[src/rtl/alu_share_arbiter_pkg.sv]
`default_nettype none
// +----------------------------------------------------------------------------+
// | Module   : alu_share_arbiter_pkg                                           |
// | Purpose  : ALU control encoding shared by the ALU arbiter and its users.    |
// | Revision : 1.0                                                             |
// +----------------------------------------------------------------------------+
package alu_share_arbiter_pkg;

    localparam int ALU_OP_W = 8;

    typedef struct packed {
        logic [2:0] ALUSelect;
        logic [2:0] Funct3;
        logic       SubArith;
        logic       W64;
    } alu_op_t;

    localparam alu_op_t ALU_OP_NOP = '0;

endpackage : alu_share_arbiter_pkg
`default_nettype wire

[src/rtl/rr_arbiter.sv]
`default_nettype none
// +----------------------------------------------------------------------------+
// | Module   : rr_arbiter                                                      |
// | Purpose  : Combinational round-robin pick, search begins just above Last.   |
// | Revision : 1.0                                                             |
// +----------------------------------------------------------------------------+
module rr_arbiter #(
    parameter int N = 2
) (
    input  logic [N-1:0]         Elig,
    input  logic [$clog2(N)-1:0] Last,
    output logic [N-1:0]         Grant
);

    localparam int IW = $clog2(N);

    logic [IW-1:0] w_idx;
    logic          w_found;

    always_comb begin
        Grant   = '0;
        w_found = 1'b0;
        w_idx   = '0;
        for (int k = 1; k <= N; k++) begin
            w_idx = IW'((int'(Last) + k) % N);
            if (!w_found && Elig[w_idx]) begin
                Grant[w_idx] = 1'b1;
                w_found      = 1'b1;
            end
        end
    end

endmodule : rr_arbiter
`default_nettype wire

[src/rtl/alu_share_arbiter.sv]
`default_nettype none
// +----------------------------------------------------------------------------+
// | Module   : alu_share_arbiter                                               |
// | Purpose  : Shares one ALU among NREQ requesters, round-robin, 1-cycle slot. |
// |            ALU_SHARE_ARBITER_PERFCNT_EN adds GrantCnt/StallCnt outputs.     |
// | Revision : 1.0                                                             |
// +----------------------------------------------------------------------------+
module alu_share_arbiter
    import alu_share_arbiter_pkg::*;
#(
    parameter int NREQ  = 2,
    parameter int WIDTH = 64
) (
    input  logic                               clk,
    input  logic                               reset,
    input  logic [NREQ-1:0]                    ReqValid,
    output logic [NREQ-1:0]                    ReqReady,
    input  logic [NREQ-1:0][WIDTH-1:0]         ReqA,
    input  logic [NREQ-1:0][WIDTH-1:0]         ReqB,
    input  logic [NREQ-1:0][ALU_OP_W-1:0]      ReqOp,
    input  logic [NREQ-1:0]                    Flush,
    output logic [WIDTH-1:0]                   AluA,
    output logic [WIDTH-1:0]                   AluB,
    output logic [ALU_OP_W-1:0]                AluOp,
    input  logic [WIDTH-1:0]                   AluResult,
    output logic [NREQ-1:0]                    RspValid,
    input  logic [NREQ-1:0]                    RspReady,
`ifdef ALU_SHARE_ARBITER_PERFCNT_EN
    output logic [NREQ-1:0][31:0]              GrantCnt,
    output logic [NREQ-1:0][31:0]              StallCnt,
`endif
    output logic [NREQ-1:0][WIDTH-1:0]         RspData
);

    localparam int IW = $clog2(NREQ);

    logic [IW-1:0]              r_last;
    logic [IW-1:0]              w_gidx;
    logic [NREQ-1:0]            w_elig;
    logic [NREQ-1:0]            w_grant;
    logic [NREQ-1:0]            r_rsp_valid;
    logic [NREQ-1:0][WIDTH-1:0] r_rsp_data;
    alu_op_t                    w_op;

    // A slot being drained this cycle can accept the next result.
    assign w_elig = ReqValid & ~Flush & (~r_rsp_valid | RspReady) & ~{NREQ{reset}};

    rr_arbiter #(.N(NREQ)) u_rr (
        .Elig  (w_elig),
        .Last  (r_last),
        .Grant (w_grant)
    );

    assign ReqReady = w_grant;
    assign RspValid = r_rsp_valid;
    assign RspData  = r_rsp_data;
    assign AluOp    = w_op;

    // Idle drives zeros so the ALU inputs stay quiet.
    always_comb begin
        AluA   = '0;
        AluB   = '0;
        w_op   = ALU_OP_NOP;
        w_gidx = '0;
        for (int i = 0; i < NREQ; i++) begin
            if (w_grant[i]) begin
                AluA   = ReqA[i];
                AluB   = ReqB[i];
                w_op   = alu_op_t'(ReqOp[i]);
                w_gidx = IW'(i);
            end
        end
    end

    always_ff @(posedge clk or posedge reset) begin
        if (reset) begin
            r_last      <= IW'(NREQ - 1);
            r_rsp_valid <= '0;
            r_rsp_data  <= '0;
        end else begin
            if (|w_grant) begin
                r_last <= w_gidx;
            end
            for (int i = 0; i < NREQ; i++) begin
                if (Flush[i]) begin
                    r_rsp_valid[i] <= 1'b0;
                end else if (w_grant[i]) begin
                    r_rsp_valid[i] <= 1'b1;
                    r_rsp_data[i]  <= AluResult;
                end else if (r_rsp_valid[i] && RspReady[i]) begin
                    r_rsp_valid[i] <= 1'b0;
                end
            end
        end
    end

`ifdef ALU_SHARE_ARBITER_PERFCNT_EN
    logic [NREQ-1:0][31:0] r_grant_cnt;
    logic [NREQ-1:0][31:0] r_stall_cnt;

    assign GrantCnt = r_grant_cnt;
    assign StallCnt = r_stall_cnt;

    always_ff @(posedge clk or posedge reset) begin
        if (reset) begin
            r_grant_cnt <= '0;
            r_stall_cnt <= '0;
        end else begin
            for (int i = 0; i < NREQ; i++) begin
                if (w_grant[i]) begin
                    r_grant_cnt[i] <= r_grant_cnt[i] + 32'd1;
                end
                if (ReqValid[i] && !w_grant[i]) begin
                    r_stall_cnt[i] <= r_stall_cnt[i] + 32'd1;
                end
            end
        end
    end
`endif

endmodule : alu_share_arbiter
`default_nettype wire

[config.mk]
export PLATFORM = sky130hd
export DESIGN_NAME = alu_share_arbiter
export DESIGN_NICKNAME = d
export VERILOG_FILES = /design/src/rtl/alu_share_arbiter_pkg.sv /design/src/rtl/rr_arbiter.sv /design/src/rtl/alu_share_arbiter.sv
export SDC_FILE = /design/constraint.sdc
export NUM_CORES = 1
export LEC_CHECK = 0
export BUFFER_PORTS_ARGS = -buffer_cell sky130_fd_sc_hd__buf_4
export CAP_MARGIN = 10
export CORE_AREA = 2 2 237 239
export DETAILED_ROUTE_END_ITERATION = 16
export DIE_AREA = 0 0 239 241
export GPL_ROUTABILITY_DRIVEN = 0
export PLACE_DENSITY = 0.39
export SYNTH_ARGS = -nofsm -noshare
export SYNTH_HDL_FRONTEND = slang
export SYNTH_SLANG_ARGS = --single-unit
[constraint.sdc]
create_clock -name clk -period 5.88 [get_ports clk]
set_input_delay 0.588 -clock clk [delete_from_list [all_inputs] [get_ports clk]]
set_output_delay 0.588 -clock clk [all_outputs]
set_load 0.02 [all_outputs]
==> impl_results.md <==
* Status: finished, final reports clean
* Critical Path AT at 3.05 ns
* Asr flop ratio synth at 100%
* Crit Path Max Fanout at 80
* Yosys top cell area share at 48.1%
* GR Util All Layers at 11.1%
* Min cycle time layout at 3.64 ns
* Clock sink total at 131
* Register area share after synthesis at 48.5%
* Critical-path cell list: buf_4 > inv_6 > and4b_4 > o21a_4 > buf_12 > a22o_1 > buf_4
* Slowest stage delay, CP at 0.64 ns
* Rows at 86
* First-pass GRT wire length at 45900 µm
* Vias in the first global route at 6422
* CTS root buf: clkbuf_16
* Critical Path Most Common Cell: buf_4
* Post-synth EDFFs at 0
* CP Capture Type: primary output
* Synth top area cells: dfrtp_1 (48%), mux2_4 (21%), a22o_1 (18%)
* Cts repair resizes at 0
* Number of setup buffers added after CTS at 0
* Synth Instances at 453
* Most used flip-flop cell after synthesis: dfrtp_1
* RSZ-0062 raised after global routing: false
* Worst-path clk slew at 0.06 ns
* Slowest CP cell: o21a_4
* Post-Syn Area at 6770 µm²
* Logic pwr share at 35.9%
* Die Wd at 239 µm
* Part of the cycle the worst path needs at 61.9%
* Max_cap viols at 0
* Seq pwr share at 32.4%
* Post-synth top cells: a22o_1 (136), dfrtp_1 (130), mux2_4 (95), mux2_2 (33)
* Largest net degree at the start of global routing at 137
* H-tree depth at 4
* Overflow after GRT at 0
* DRC Markers at 0
* Clock power frac at 31.7%
* DR WL/cell at 19.7 µm
* Starting Density at 12.3%
* Yosys warns at 0
* Count leader, synth: a22o_1
* NetSw at 0.00122 W
* Die area at 57600 µm²
* Core footprint at 54900 µm²
* Slew margin rel. at 38.6%
* Post-Syn Nets at 797
* Slew Viols, Final at 0
* Final wirelength at 34800 µm
* DR vias at 6418
* Sw Share at 32.5%
* Hold crit path type: in -> async
* CTS buffer count at 17
* Clock Skew at 0.0181 ns
* Setup CP Type: in -> out
* Initial antenna violation count at 10
* Setup TNS at 0 ns
* Synth Area per Inst at 14.9 µm²
* Fmax achieved at 275 MHz
* Worst setup SP type: input pin
* Post-DRT Antenna Nets at 0
* Max IR drop VDD at 0.192 mV
* Nets at 1389
* Clock Path Buffers at 2
* Yosys top cell by area: dfrtp_1
* # port buffers at 611
* Worst-Margin Slew at 0.922 ns
* Vias per std cell at 3.63
* Lkg Pwr at 6.23 nW
* Cell variety after synth at 21
* Final setup fails at 0
* Hold buffers post-CTS at 0
* Clk_lat worst skew at 0.45 ns
* Pint at 0.00254 W
* Ratio of cells with drive above 1 in the final layout at 74.1%
* Final Hold Fails at 0
* DR iter-0 viols at 294
* Pwr/cell area at 299 nW/µm²
* Ports at 612
* TritonCTS clock tree: yes
* Die H at 241 µm
* Yosys reg bits at 131
* Critical Path RT at 5.29 ns
* Hold WS at 0.127 ns
* Drt pass-1 iters at 4
* Area grow syn2layout at 86.1%
* DP Wirelength at 27300 µm
==> power groups by stage <==
stage          Clock, W  Combinational, W  Sequential [W]
6_report        0.00119           0.00135         0.00122
2_1_floorplan         0          0.000439         0.00146
4_1_cts         0.00124           0.00137         0.00122
3_3_place_gp          0           0.00137         0.00123
3_5_place_dp          0           0.00137         0.00123
5_1_grt         0.00128           0.00142         0.00124
==> critical path: cells and delay by family <==
family / cells / cell delay [ns]
buffers and inverters: 4 / 1.02
AO/OA/AOI/OAI: 2 / 1.05
AND/OR/NAND/NOR: 1 / 0.35
==> cell usage in the layout (no fill, tap or decap), drive strengths merged, types with 2 or more instances in the layout <==
master / n
a22o: 136
bufinv: 4
clkbuf: 17
nand2b: 2
nand2: 2
dfrtp: 130
mux2: 128
buf: 618
diode: 4
inv: 8
clkinv: 3
==> metal layers <==
metal / part of all wire [%] / global-route usage [%]
met5: 0.16 / 0
met4: 1.4 / 3.20
met3: 9.5 / 4.70
met2: 45 / 16.8
met1: 44 / 14.4
==> path summary, 6_finish.rpt <==
kind,depth (start not counted),start,end,slack (ns)
min in group clk,2,Flush[1],RspValid[1]$_DFFE_PP0P_,0.32
max in group asynchronous,3,reset,RspData[2]$_DFFE_PP0P_,4.49
min reg2reg,1,RspData[30]$_DFFE_PP0P_,RspData[30]$_DFFE_PP0P_,0.51
min,2,reset,RspData[52]$_DFFE_PP0P_,0.13
max reg2reg,6,RspValid[0]$_DFFE_PP0P_,RspData[65]$_DFFE_PP0P_,3.34
max,7,reset,AluB[60],2.24
==> stage by stage <==
stage	util (%)	cell area [µm²]	total power (W)	setup slack [ns]	std cells
global placement	21.8	11900	0.00260	2.19	1730
floorplan	-	6770	0.00190	0.471	453
CTS	22.9	12600	0.00383	2.15	1762
global route	22.9	12600	0.00395	2.05	1763
finish	22.9	12600	0.00376	2.24	1766
detailed placement	21.8	11900	0.00260	2.15	1730
==> registers in the layout, summed over array words and instances (netlist names) <==
signal / cells
RspValid: 2
r_last: 1
RspData: 128
==> cell families after synthesis <==
| family | after synthesis | share of synthesized area [%] |
|---|---|---|
| buffers and inverters | 46 | 5.90 |
| multiplexers | 129 | 26.7 |
| AO/OA/AOI/OAI | 140 | 18.2 |
| AND/OR/NAND/NOR | 7 | 0.703 |
| flip-flops | 131 | 48.5 |
==> layout make-up <==
class / count / area, µm²
inverter: 1 / 8.76
fill: 5913 / 42300
multi-input combinational: 276 / 3090
clock inverter: 15 / 218
timing repair buffer: 618 / 4680
tap: 704 / 881
sequential: 131 / 3280
antenna: 4 / 10.0
clock buffer: 17 / 425
(Power assumes the default switching activity.)
